--- config.mk ---
export PLATFORM = sky130hd
export DESIGN_NAME = comp_player
export DESIGN_NICKNAME = d
export VERILOG_FILES = /design/src/rtl/comp_player.sv
export SDC_FILE = /design/constraint.sdc
export NUM_CORES = 1
export LEC_CHECK = 0
export ABC_AREA = 1
export CORE_ASPECT_RATIO = 1.25
export CORE_UTILIZATION = 50
export CTS_CLUSTER_SIZE = 8
export DETAILED_ROUTE_END_ITERATION = 10
export PLACE_DENSITY_LB_ADDON = 0.12
export SYNTH_ARGS = -nofsm -noshare
export SYNTH_HDL_FRONTEND = slang
export SYNTH_SLANG_ARGS = --single-unit
--- constraint.sdc ---
create_clock -name Clock -period 1.82 [get_ports Clock]
set_clock_uncertainty 0.1 [all_clocks]
set_input_delay 0.182 -clock Clock [delete_from_list [all_inputs] [get_ports Clock]]
set_output_delay 0.182 -clock Clock [all_outputs]
set_load 0.02 [all_outputs]
--- src/rtl/comp_player.sv ---
// comp_player: computer opponent for the reaction game.
// A 10-bit XNOR Fibonacci LFSR advances on every tick. When the player is
// idle and the game is enabled, a tick whose pre-advance LFSR value is below
// the difficulty threshold starts a press. The press is held for
// HOLD_CYCLES cycles, followed by a GAP_CYCLES release window.
// Build option: define COMP_PLAYER_GAP_EN to include the GAP state and the
// GAP_CYCLES parameter. Without it, PRESS returns directly to IDLE, and the
// IDLE cycle guarantees at least one low cycle between presses.
//
// state | meaning
// IDLE  | waiting for a tick; difficulty is sampled here only
// PRESS | key held high, counting down HOLD_CYCLES
// GAP   | key released, counting down GAP_CYCLES before the next decision
module comp_player #(
  parameter int LFSR_W      = 10,
  parameter int HOLD_CYCLES = 2
`ifdef COMP_PLAYER_GAP_EN
  ,
  parameter int GAP_CYCLES  = 2
`endif
) (
  input  logic              Clock,
  input  logic              Reset,
  input  logic              enable,
  input  logic              tick,
  input  logic [8:0]        difficulty,
  output logic              press,
  output logic              press_pulse,
  output logic [LFSR_W-1:0] lfsr_q
);

  typedef enum logic [1:0] {
    ST_IDLE  = 2'd0,
    ST_PRESS = 2'd1,
    ST_GAP   = 2'd2
  } state_t;

  // Down-counter reload values; the counter terminates at zero.
  localparam logic [3:0] HOLD_LOAD = 4'(HOLD_CYCLES - 1);
`ifdef COMP_PLAYER_GAP_EN
  localparam logic [3:0] GAP_LOAD  = 4'(GAP_CYCLES - 1);
`endif

  state_t            state_q;
  logic [3:0]        cnt_q;
  logic              press_q;
  logic              press_pulse_q;
  logic [LFSR_W-1:0] lfsr_d;
  logic              fire;

  // XNOR feedback from bits 9 and 6 makes all-ones the lock-up state.
  // Starting from zero, the sequence therefore never reaches it.
  assign lfsr_d = {lfsr_q[LFSR_W-2:0], ~(lfsr_q[9] ^ lfsr_q[6])};

  // The decision uses the value before this tick's advance.
  assign fire = tick && (lfsr_q < {1'b0, difficulty});

  assign press       = press_q;
  assign press_pulse = press_pulse_q;

  // The LFSR advances on every tick, independent of enable and the FSM.
  always_ff @(posedge Clock) begin
    if (Reset) begin
      lfsr_q <= '0;
    end else if (tick) begin
      lfsr_q <= lfsr_d;
    end
  end

  // Sequencing FSM with registered press level and first-cycle pulse.
  always_ff @(posedge Clock) begin
    if (Reset) begin
      state_q       <= ST_IDLE;
      cnt_q         <= '0;
      press_q       <= 1'b0;
      press_pulse_q <= 1'b0;
    end else if (!enable) begin
      state_q       <= ST_IDLE;
      cnt_q         <= '0;
      press_q       <= 1'b0;
      press_pulse_q <= 1'b0;
    end else begin
      case (state_q)
        ST_IDLE: begin
          if (fire) begin
            state_q       <= ST_PRESS;
            cnt_q         <= HOLD_LOAD;
            press_q       <= 1'b1;
            press_pulse_q <= 1'b1;
          end else begin
            cnt_q         <= '0;
            press_q       <= 1'b0;
            press_pulse_q <= 1'b0;
          end
        end
        ST_PRESS: begin
          press_pulse_q <= 1'b0;
          if (cnt_q == 4'd0) begin
`ifdef COMP_PLAYER_GAP_EN
            state_q <= ST_GAP;
            cnt_q   <= GAP_LOAD;
`else
            state_q <= ST_IDLE;
            cnt_q   <= '0;
`endif
            press_q <= 1'b0;
          end else begin
            cnt_q   <= cnt_q - 4'd1;
            press_q <= 1'b1;
          end
        end
        ST_GAP: begin
          press_q       <= 1'b0;
          press_pulse_q <= 1'b0;
          if (cnt_q == 4'd0) begin
            state_q <= ST_IDLE;
          end else begin
            cnt_q   <= cnt_q - 4'd1;
          end
        end
        default: begin
          state_q       <= ST_IDLE;
          cnt_q         <= '0;
          press_q       <= 1'b0;
          press_pulse_q <= 1'b0;
        end
      endcase
    end
  end

endmodule

# Word level (Yosys, flattened, before mapping)
# Index checks and enable logic that the tools add are counted.
op_classes:
  addsub: 1
  order_cmp: 1
  n_eq_ne: 5
  mux: 10
  bitwise: 4
  reduce_logical: 7
op_table:
  columns: ["op", "count"]
  rows:
  - ["$pmux W4 S3", 1]
  - ["$lt A10 B9 Y1", 1]
  - ["$mux W4", 2]
  - ["$logic_not A4 Y1", 1]
  - ["$mux W2", 2]
  - ["$ne A2 B2 Y1 const B", 2]
  - ["$pmux W2 S2", 1]
  - ["$reduce_or A2 Y1", 2]
  - ["$sub A4 B1 Y4 const B", 1]
  - ["$mux W1", 3]
  - ["$not A1 Y1", 3]
  - ["$reduce_or A3 Y1", 1]
  - ["$eq A2 B1 Y1 const B", 1]
  - ["$eq A2 B2 Y1 const B", 1]
  - ["$logic_not A2 Y1", 1]
  - ["$ne A2 B1 Y1 const B", 1]
  - ["$pmux W1 S2", 1]
  - ["$reduce_and A2 Y1", 1]
  - ["$logic_and A1 B1 Y1", 1]
  - ["$xor A1 B1 Y1", 1]
word_totals:
  register_bits: 18
  in_bits: 13
  output_inout_bits: 12
  word_cells: 33

# Longest topological paths before layout
depth:
  word_depth: 4
  mapped_depth: 9
  mapped_depth_nobuf: 9

# Worst setup path after synthesis
# OpenSTA, ideal clock, no wires.
synth_path:
  kind: "reg2reg"
  start: "register lfsr_q[6]"
  end: "register press_q (netlist: press)"
  setup_ps: 118
  arrival_ps: 978
  required_ps: 1602
  slack_ps: 624
  stages_incl_launch_ff: 7
  n_path_buf: 0
  period_less_slack_ps: 1196
  path_cell_list: "dfxtp_1 -> ha_1 -> nand2_1 -> nor2_1 -> nand3_1 -> nand3_2 -> nand2_1"
synth_between:
  elab_chain_len: 4
synth_lines:
  columns: ["element", "line", "rtl"]
  rows:
  - ["start, declared", "29", "output logic [LFSR_W-1:0] lfsr_q"]
  - ["start signal, assigned", "66", "lfsr_q <= lfsr_d;"]
  - ["$lt A10 B9 Y1", "56", "assign fire = tick && (lfsr_q < {1'b0, difficulty});"]
  - ["$logic_and A1 B1 Y1", "56", null]
  - ["$mux W1", "85", "if (fire) begin"]
  - ["$pmux W1 S2", "83", "case (state_q)"]
  - ["end signal, assigned", "80", "press_q <= 1'b0;"]
  - ["end signal, assigned", "88", "press_q <= 1'b1;"]
  - ["end signal, assigned", "92", "press_q <= 1'b0;"]
  - ["end, declared", "46", "logic press_q;"]
# Every way passes these cells.
# A chain may end at the register's enable or synchronous reset.

# Worst setup path in the final report
layout_path:
  start: "register lfsr_q[9]"
  end: "output lfsr_q[9]"
# No word-level cell between the ends.

==> reports/results.txt <==
Final Critical Period: 1710 ps
Setup Buffers After CTS: 0
Flop2flop setup slack: 540 ps
IO Port Bufs: 24
Cells after synthesis: 124
Hold_buf cts: 0
FF-to-FF End: press$_SDFF_PP0_
Crit share post-route: 0.937
Max Freq: 586 MHz
Vias: 777
Post-CTS Resized: 0
FF-to-FF Start: cnt_q[0]$_SDFF_PP0_
Synth Register Bits: 17
Util after Layout: 0.654
CTS tree: yes
Fillcell total: 164
Clk_lat worst skew: 290 ps
Synthesized area: 940 sq um
Seq/Total Area, Yosys: 0.362
Setup CP Type: reg -> out
Post-Route WL: 1.50 mm
P_leak: 0.577 nW
Crit path buffers/inverters: 1
Worst setup EP type: primary output
Vias per cell: 4.83
Outcome: finished, final reports clean
FP Rows: 17
Clock Pin Slew Worst Setup and Hold Paths: 110 ps
Worst-path maximum fanout: 4
Clk buf depth: 2
Syn_nets: 146
PwrDens: 680 mW/mm^2
Share of cells above drive strength 1: 0.0986
Sum Neg Setup Slack: 0 ps
Worst setup margin: 114 ps
Largest net degree at the start of global routing: 13
CP Launch Point: lfsr_q[9]$_SDFFE_PP0P_
Final setup fails: 0
Root Buffer: clkbuf_4
R2R depth: 6
Die Span Y: 50.5 um
Starting Density: 0.532
CTS sink count: 17
DRC: 0
Avg Synthesized Cell Area: 7.58 sq um
Vias in the first global route: 689
1st-pass router iterations: 4
Critical path depth: 1
Antenna Nets Post-Route: 0
RSZ-0062 raised after global routing: no
Crit path required time: 1540 ps
Initial drt markers: 7
H-tree depth: 1
Slowest stage delay, CP: 660 ps
Placeable Area: 0.00177 sq mm
Critical path's top delay family: buffers and inverters
WL per Instance: 9.32 um
Area Overhead vs Synth: 22.9%
Max cap viols: 0
Data arrival, critical path: 1420 ps
Die X: 40.8 um
Hold_ws: 416 ps
Worst VDD drop: 0.373 mV
Cell Chain, Critical Path: clkdlybuf4s50_1
Placed wire-length estimate: 1.20 mm
Crit path to: lfsr_q[9]
Diodes inserted: 0
Startpoint type of the worst setup path: flop
Fin. max-slew vios: 0
Number of distinct library cells after synthesis: 21
Total CTS buffers: 3
Synthesis warning total: 0
Pre-CTS WS: 197 ps
Worst-margin pin slew: 257 ps
Area of the die: 0.00206 sq mm
First-pass GRT wire length: 2.49 mm
Final-report hold violation count: 0
Hold crit path type: reg -> reg
Gr usage total: 0.169
GP Congestion: 0.666
GRT overflow: 0
Slowest CP cell: clkdlybuf4s50_1
Initial antenna violation count: 0
Ports: 25
Final #Nets: 165
Max-slew headroom: 0.828
state kept, by name, indices dropped and copies added (netlist names):
name,flops
cnt_q,4
press_pulse,1
press,1
state_q,1
lfsr_q,10
kinds of logic (layout without fill, tap and decap cells):
group                      Yosys count  count (layout)  share of synthesized area
xor gates and xnor gates             2               2                     0.0186
buffers and inverters               33              51                      0.182
DFF                                 17              17                      0.362
AOI/OAI and AO/OA                   16              16                     0.0852
adders and majority gates            9               9                      0.120
and+or+nand+nor                     47              47                      0.232
cell type report:
class | instances | area [sq um] | share of cell area
Multi-Input combinational cell | 74 | 428 | 0.371
Sequential cell | 17 | 340 | 0.295
Timing Repair Buffer | 25 | 248 | 0.215
Inverter | 22 | 85.1 | 0.0737
Tap cell | 19 | 23.8 | 0.0206
Clock buffer | 3 | 22.5 | 0.0195
Clock inverter | 1 | 7.51 | 0.00650
stage by stage:
| stage | cells | area (sq um) | power (mW) |
|---|---|---|---|
| 2_1_floorplan | 124 | 940 | 0.530 |
| 3_3_place_gp | 157 | 1120 | 0.583 |
| 3_5_place_dp | 157 | 1120 | 0.585 |
| 4_1_cts | 161 | 1150 | 0.795 |
| 5_1_grt | 161 | 1150 | 0.832 |
| 6_report | 161 | 1150 | 0.785 |
metal layers:
layer | part of all wire | global-route usage | vias to the layer above | routed length (um)
li1 | - | - | 409 | -
met1 | 0.44 | 0.187 | 355 | 667
met2 | 0.52 | 0.307 | 13 | 781
met3 | 0.035 | 0.0265 | 0 | 52
met4 | 0 | 0.0500 | 0 | 0
met5 | 0 | 0 | - | 0
placed cells by master, fill, tap and decap left out, types with 3 or more instances in the layout:
cell type and instances:
nand2_1 17, inv_1 19, a21oi_1 6, clkbuf_4 3
o21ai_0 8, clkdlybuf4s50_1 24, dfxtp_1 17, ha_1 9
nor2_1 19, nand3_1 3
where the power goes:
| group | switching [mW] | total [mW] | internal, mW |
|---|---|---|---|
| combinational | 0.0833 | 0.168 | 0.0844 |
| clock | 0.126 | 0.210 | 0.0834 |
| sequential | 0.0165 | 0.407 | 0.391 |
Yosys cell counts, drive strengths merged:
| cell type | count | area [sq um] |
|---|---|---|
| nand4 | 1 | 6.26 |
| xnor2 | 1 | 8.76 |
| dfxtp | 17 | 340 |
| a21oi | 6 | 30.0 |
| o21ai | 10 | 50.1 |
| inv | 22 | 85.1 |
| or2 | 2 | 12.5 |
| nand2 | 17 | 63.8 |
| buf | 11 | 86.3 |
| nand3 | 5 | 35.0 |
| xor2 | 1 | 8.76 |
| ha | 9 | 113 |
| nor2 | 22 | 100 |
how the worst min path moves through the flow:
stage | start | end | slack, ps | depth (start not counted)
floorplan | Reset | lfsr_q[0]$_SDFFE_PP0P_ | 240 | 3
global placement | lfsr_q[0]$_SDFFE_PP0P_ | lfsr_q[1]$_SDFFE_PP0P_ | 390 | 2
detailed placement | cnt_q[3]$_SDFF_PP0_ | cnt_q[3]$_SDFF_PP0_ | 400 | 2
CTS | lfsr_q[0]$_SDFFE_PP0P_ | lfsr_q[1]$_SDFFE_PP0P_ | 420 | 2
global route | state_q[0]$_SDFFE_PP0P_ | cnt_q[0]$_SDFF_PP0_ | 440 | 2
finish | lfsr_q[0]$_SDFFE_PP0P_ | lfsr_q[1]$_SDFFE_PP0P_ | 420 | 2
Note: power is estimated with default switching activity, not from simulation.
